### src/rtl/jahangir_pkg.sv
// Shared definitions for the Jahangir MIPS32 pipeline registers.
package jahangir_pkg;

    // Bit positions in the pipeline-wide stall vector.
    localparam int unsigned STALL_PC  = 0;
    localparam int unsigned STALL_IF  = 1;
    localparam int unsigned STALL_ID  = 2;
    localparam int unsigned STALL_EX  = 3;
    localparam int unsigned STALL_MEM = 4;
    localparam int unsigned STALL_WB  = 5;

    // Default datapath widths.
    localparam int unsigned DEF_ADDR_W = 5;
    localparam int unsigned DEF_DATA_W = 32;

    // Bubble contents: no destination, no data, no write.
    localparam logic [DEF_ADDR_W-1:0] NOP_ADDR = '0;
    localparam logic [DEF_DATA_W-1:0] NOP_DATA = '0;
    localparam logic                  NOP_WE   = 1'b0;

    // Per-edge behaviour of a pipeline register, highest priority first.
    typedef enum logic [1:0] {
        ModeFlush,
        ModeBubble,
        ModeHold,
        ModePass
    } pipe_mode_e;

endpackage

### src/rtl/sat_counter.sv
// Saturating up-counter with increment enable and asynchronous active-low clear.
module sat_counter #(
    parameter int unsigned CNT_W = 16
) (
    input  logic             clk,
    input  logic             rst_n,
    input  logic             inc,
    output logic [CNT_W-1:0] count
);

    logic [CNT_W-1:0] count_q;
    logic [CNT_W-1:0] count_d;

    // Next count: step by one unless already at all-ones.
    always_comb begin
        count_d = count_q;
        if (inc && (count_q != '1)) begin
            count_d = count_q + CNT_W'(1);
        end
    end

    // Count register.
    always_ff @(posedge clk or negedge rst_n) begin
        if (!rst_n) begin
            count_q <= '0;
        end else begin
            count_q <= count_d;
        end
    end

    assign count = count_q;

endmodule

### src/rtl/ex_mem.sv
// Execute -> memory pipeline register with stall/flush/bubble handling,
// a forwarding-valid flag and a saturating hold-cycle counter.
module ex_mem
    import jahangir_pkg::*;
#(
    parameter int unsigned DATA_W  = DEF_DATA_W,
    parameter int unsigned ADDR_W  = DEF_ADDR_W,
    parameter int unsigned STALL_W = 6,
    parameter int unsigned CNT_W   = 16
) (
    input  logic               clk,
    input  logic               rst_n,
    input  logic [ADDR_W-1:0]  in_wr_address,
    input  logic [DATA_W-1:0]  in_wr_data,
    input  logic               in_wr_enable,
    input  logic [STALL_W-1:0] stall,
    input  logic               flush,
    output logic [ADDR_W-1:0]  out_wr_address,
    output logic [DATA_W-1:0]  out_wr_data,
    output logic               out_wr_enable,
    output logic               fwd_valid,
    output logic [CNT_W-1:0]   stall_cycles
);

    pipe_mode_e mode;

    logic [ADDR_W-1:0] addr_q, addr_d;
    logic [DATA_W-1:0] data_q, data_d;
    logic              we_q, we_d;
    logic              fwd_q, fwd_d;

    // Only the execute and memory stall bits matter here.
    logic unused_stall;
    assign unused_stall = ^{stall[STALL_PC], stall[STALL_IF], stall[STALL_ID], stall[STALL_WB]};

    // Decode the per-edge mode; flush beats any stall combination.
    always_comb begin
        if (flush) begin
            mode = ModeFlush;
        end else if (stall[STALL_EX]) begin
            mode = stall[STALL_MEM] ? ModeHold : ModeBubble;
        end else begin
            mode = ModePass;
        end
    end

    // Next register contents for the selected mode.
    always_comb begin
        addr_d = addr_q;
        data_d = data_q;
        we_d   = we_q;
        fwd_d  = fwd_q;
        unique case (mode)
            ModeFlush, ModeBubble: begin
                addr_d = ADDR_W'(NOP_ADDR);
                data_d = DATA_W'(NOP_DATA);
                we_d   = NOP_WE;
                fwd_d  = 1'b0;
            end
            ModeHold: ;
            ModePass: begin
                addr_d = in_wr_address;
                data_d = in_wr_data;
                // A write to $0 is kept as-is; write-back discards it.
                we_d   = in_wr_enable;
                fwd_d  = in_wr_enable && (in_wr_address != '0);
            end
            default: ;
        endcase
    end

    // Pipeline register state.
    always_ff @(posedge clk or negedge rst_n) begin
        if (!rst_n) begin
            addr_q <= '0;
            data_q <= '0;
            we_q   <= 1'b0;
            fwd_q  <= 1'b0;
        end else begin
            addr_q <= addr_d;
            data_q <= data_d;
            we_q   <= we_d;
            fwd_q  <= fwd_d;
        end
    end

    sat_counter #(
        .CNT_W (CNT_W)
    ) u_stall_cnt (
        .clk   (clk),
        .rst_n (rst_n),
        .inc   (mode == ModeHold),
        .count (stall_cycles)
    );

    assign out_wr_address = addr_q;
    assign out_wr_data    = data_q;
    assign out_wr_enable  = we_q;
    assign fwd_valid      = fwd_q;

`ifndef SYNTHESIS
    // Memory stalled while execute runs would drop an instruction.
    a_stall_legal : assert property (@(posedge clk) disable iff (!rst_n)
        !(stall[STALL_MEM] && !stall[STALL_EX]))
        else $error("ex_mem: stall[4] set without stall[3]");
`endif

endmodule

### config.mk
export PLATFORM = sky130hd
export DESIGN_NAME = ex_mem
export DESIGN_NICKNAME = d
export VERILOG_FILES = /design/src/rtl/jahangir_pkg.sv /design/src/rtl/sat_counter.sv /design/src/rtl/ex_mem.sv
export SDC_FILE = /design/constraint.sdc
export NUM_CORES = 1
export LEC_CHECK = 0
export CAP_MARGIN = 20
export CORE_MARGIN = 3
export CORE_UTILIZATION = 37
export DETAILED_ROUTE_END_ITERATION = 6
export PLACE_DENSITY = 0.78
export SLEW_MARGIN = 40
export SYNTH_ARGS = -nofsm -noshare
export SYNTH_HDL_FRONTEND = slang
export SYNTH_HIERARCHICAL = 1
export SYNTH_SLANG_ARGS = --single-unit
### constraint.sdc
create_clock -name clk -period 1.4 [get_ports clk]
set_input_delay 0.21 -clock clk [delete_from_list [all_inputs] [get_ports clk]]
set_output_delay 0.21 -clock clk [all_outputs]
set_load 0.01 [all_outputs]
; ---- Yosys cells after proc, flatten, opt, wreduce, memory -nomap -nowiden
; Cells that the tools add are included.
; Widths: inputs -> output; s select.
[word_totals]
reg_bits = 55
input_bits = 47
output_inout_bits = 55
[op_classes]
reduce_logical = 6
n_mux = 7
eq_ne = 4
addsub = 1
[ops]
columns = operator, n
row1 = $pmux 32 s2, 1
row2 = $add 16x1->16 const B, 1
row3 = $ne 16x16->1 const B, 1
row4 = $pmux 5 s2, 1
row5 = $mux 2, 3
row6 = $reduce_bool 5->1, 1
row7 = $eq 2x2->1 const B, 2
row8 = $pmux 1 s2, 2
row9 = $eq 2x1->1 const B, 1
row10 = $logic_and 1x1->1, 2
row11 = $logic_not 2->1, 1
row12 = $reduce_bool 2->1, 1
row13 = $reduce_or 2->1, 1

; ---- Depth between registers and ports, before layout
[depth]
depth_word = 6
mapped_depth = 7

; ---- By module
; The synthesis kept the hierarchy.
[modules_own_cells]
columns = mod, seq_area_each_um2, n_inst, cells_per_inst, area_each_um2
row1 = ex_mem, 975.9, 1, 92, 1423.9
row2 = sat_counter, 400.4, 1, 72, 859.6

; ---- Worst setup path before layout
; No wires, ideal clock.
[synth_timing]
path_kind = register -> register
start = register u_stall_cnt.count_q[13], in the netlist u_stall_cnt/count[13]
end = register u_stall_cnt.count_q[1], in the netlist u_stall_cnt/count[1]
arrival_ns = 1.395
path_buffers = 0
path_slack_ns = -0.123
period_less_slack_ns = 1.523
path_stages_with_launch = 5
cell_sequence = dfrtp_1 -> and4_1 -> nand3_4 -> o31ai_4 -> mux2_1
[synth_via]
elab_chain_cells = 2
[synth_lines]
columns = item, line_no
row1 = "start, declared", sat_counter.sv:11  ; logic [CNT_W-1:0] count_q;
row2 = "start signal, assigned", sat_counter.sv:27  ; count_q <= count_d;
row3 = $ne 16x16->1, sat_counter.sv:17  ; if (inc && (count_q != '1)) begin
row4 = $logic_and 1x1->1, sat_counter.sv:17
; Every way passes these cells.
; A chain may end at the register's enable or synchronous reset.

; ---- Worst setup path after layout
[layout_timing]
start = register u_stall_cnt.count_q[11], in the netlist u_stall_cnt/count[11]
end = register u_stall_cnt.count_q[1], in the netlist u_stall_cnt/count[1]
; The elaborated chain is that of the path after synthesis.

==> metrics.txt <==
result of the run=finished, violations left; failing checks=negative setup slack; clock transition time at the flip-flop clock pins of the worst setup and hold paths=roughly 0.10 ns; Rows=27; Final Hold Vio Count=0; post-synthesis average cell area=between 10 and 15 µm²; All-Layer GR Usage=roughly 17%; total routed wirelength=just under 6000 µm; sequential cell area fraction in the yosys report=60.3%; DRT Pass-1 Iters=4; summed area of non-filler cells in the final layout=between 3000 and 4000 µm²; insertion delay to the later sink of the worst-skew pair=roughly 0.31 ns; Initial DRC Count=107; net count of the mapped netlist=approximately 210; Post-Syn Area=2280 µm²; crit share post-route=104%; worst path arrival time=roughly 1.7 ns; routability congestion estimate=between 0.7 and 0.8; # Max-Cap Violations=0; slowest cell delay on critical path=0.38 ns; mean number of vias per cell=5.06; core area=between 5000 and 6000 µm²; final routed DRC violation total=0; dominant delay contributor by cell family on the critical path=flip-flops; total of fill cells in the finished design=between 400 and 500; cells traversed along the worst timing path=buf_6 -> and4_4 -> nand3_4 -> o31ai_4 -> mux2_4; final setup margin=-0.0506 ns; vias in the first global route=~2,000; Power per Cell Area=about 960 nW/µm²; area of the die=7150 µm²; CP max stage cell=sky130_fd_sc_hd__dfrtp_2; Worst Hold Slack=approximately 0.27 ns; final worst path period need=1.45 ns; critical-path maximum fanout=2; post-route clock skew=0.00652 ns; Final Max Tran Viols=0; Max Clock Freq=0.689 GHz; yosys synthesis warning count=6; H-tree Lvls=2; Die Wd=between 80 and 90 µm; clock tree from TritonCTS=done; type of the setup path with the least slack=register to register; Max Buffers Root-to-Sink=2; largest voltage drop on the vdd net=around 0.43 mV; proportion of layout cells with a drive suffix above 1=about a quarter; placed cell areas=3540 µm²; Num CTS Buffers=5; count of final setup violators=2; Port-buffer cells=slightly below 100; buffers and inverters on the worst path=1; number of clock sinks seen by CTS=55; critical path launch point type=register; die height=84.6 µm; endpoint required time on the critical path=about 1.6 ns; most frequent standard cell in the layout excluding fill and tap cells=sky130_fd_sc_hd__dfrtp_1; DRT antenna net count=0; Yosys cell types=35; leakage dissipation=between 1.5 and 2 nW; DR vias=between 1,500 and 2,000; RSZ-0062 raised after global routing=yes; kind of end point of the critical path=register; commonest cells after routing, fill and taps aside=sky130_fd_sc_hd__dfrtp_1, sky130_fd_sc_hd__dlygate4sd2_1, sky130_fd_sc_hd__a22o_1, sky130_fd_sc_hd__clkdlybuf4s50_1, sky130_fd_sc_hd__buf_4; largest net degree at the start of global routing=40; IO Pins=around 100; utilization after layout=approximately two thirds; detailed placer's ending HPWL=~4400 µm; Min-Delay Path Class=input port to asynchronous set/reset pin; average routed wire per standard cell=15.7 µm; number of antenna violations at the first check in global routing=0; Antenna Cells=0; layout net count=348; synthesized netlist cell count=roughly 160; Starting Density=39.8%; synthesis-to-finish area growth=63.3%; global-route wire length before repair=slightly below 10,000 µm; total global routing overflow=0; library cell used as clock root buffer=sky130_fd_sc_hd__clkbuf_8; flop and latch count out of synthesis=55; Relative slew margins=73.9%; transition time of the tightest slew-check pin=slightly below 0.4 ns
==> state kept, by name, summed over array words and instances (netlist names) <==
name / cells
fwd_valid: 1
out_wr_address: 5
out_wr_data: 32
u_stall_cnt/count: 16
out_wr_enable: 1
==> report_power, final <==
group	switching, mW	internal, mW	total (mW)	leakage, nW
clock network	0.516	0.361	0.877	0.0461
registers	0.0814	1.71	1.79	0.724
logic	0.393	0.511	0.904	1.13
total	0.990	2.58	3.57	1.90
==> layer usage <==
metal  track usage, %  routed length (µm)
met4             5.90                 109
met5                0                   0
met3             4.91                 339
met2             28.5                2880
met1             21.4                2520
==> through the flow <==
step | power, mW | worst slack, ns | setup TNS [ns] | cells
finish | 3.57 | -0.0506 | -0.0586 | 373
global route | 3.77 | -0.0877 | -0.518 | 373
CTS | 3.61 | -0.109 | -0.160 | 372
floorplan | 2.16 | -0.0302 | -0.0328 | 164
global placement | 2.72 | -0.379 | -15.54 | 354
detailed placement | 2.73 | -0.413 | -15.29 | 354
==> path summary, 6_finish.rpt <==
check                                                       start                          endpoint  slack (ns)  cells after the start
worst max-delay path            u_stall_cnt/count[11]$_DFFE_PN0P_  u_stall_cnt/count[1]$_DFFE_PN0P_       -0.05                      5
worst min-delay path                                        rst_n       out_wr_data[20]$_DFFE_PN0P_        0.27                      2
worst max register to register  u_stall_cnt/count[11]$_DFFE_PN0P_  u_stall_cnt/count[1]$_DFFE_PN0P_       -0.05                      5
worst min register to register              fwd_valid$_DFFE_PN0P_             fwd_valid$_DFFE_PN0P_        0.50                      1
max in group asynchronous                                   rst_n       out_wr_data[17]$_DFFE_PN0P_        0.58                      3
min in group clk                                    in_wr_data[5]        out_wr_data[5]$_DFFE_PN0P_        0.49                      2
==> Yosys cell counts (all sizes together) <==
cell type  count  area share [%]
a21oi          3            0.66
a32o           1            0.44
buf            8             3.3
xnor2          5             1.9
and4           3             1.3
nor4           2             1.9
xor2           2            0.77
nand2          5            0.82
nand4         10             3.7
and3b          1            0.38
o211ai         1            0.33
clkbuf         1            0.16
nand3          6             1.9
o21ai          1            0.22
dfrtp         55              60
a32oi          1            0.38
mux2           1            0.49
ha             1            0.55
o31ai          1            0.93
a22o          38              15
and3           2            0.55
o21a           5             1.6
nor2           5            0.93
and4b          1            0.44
nor3           2            0.66
a31oi          3            0.82
==> worst reg2reg max path, stage by stage, from the launching register on <==
cell and delay [ns]:
sky130_fd_sc_hd__dfrtp_2 0.38, sky130_fd_sc_hd__buf_6 0.10, sky130_fd_sc_hd__and4_4 0.23, sky130_fd_sc_hd__nand3_4 0.08, sky130_fd_sc_hd__o31ai_4 0.22, sky130_fd_sc_hd__mux2_4 0.32
==> what timing repair did <==
item	in CTS	in global routing
buffers inserted	9	1
setup endpoints to repair	62	20
endpoints found under the hold margin	32	0
pin swaps	8	6
gates resized for setup	71	15
hold buffers	1	0
==> logic make-up (layout without fill, tap and decap cells) <==
kind of cell             Yosys count  count (layout)  share of synthesized area (%)
adder cells (fa/ha/maj)            1               1                          0.548
buffers and inverters              9             146                           3.51
XOR/XNOR                           7               7                           2.68
multiplexers                       1               1                          0.493
flip-flops                        55              55                           60.3
AND/OR/NAND/NOR                   37              37                           12.5
AO/OA/AOI/OAI                     54              54                           20.0
==> cell type report <==
type,count,area [µm²],area share [%]
Sequential cell,55,1390,37.2
Multi-Input combinational cell,100,900,24.1
Clock inverter,3,23.8,0.637
Timing Repair Buffer,138,1260,33.8
Clock buffer,5,68.8,1.85
Tap cell,72,90.1,2.42
No activity file was read; power rests on OpenSTA's default activity.
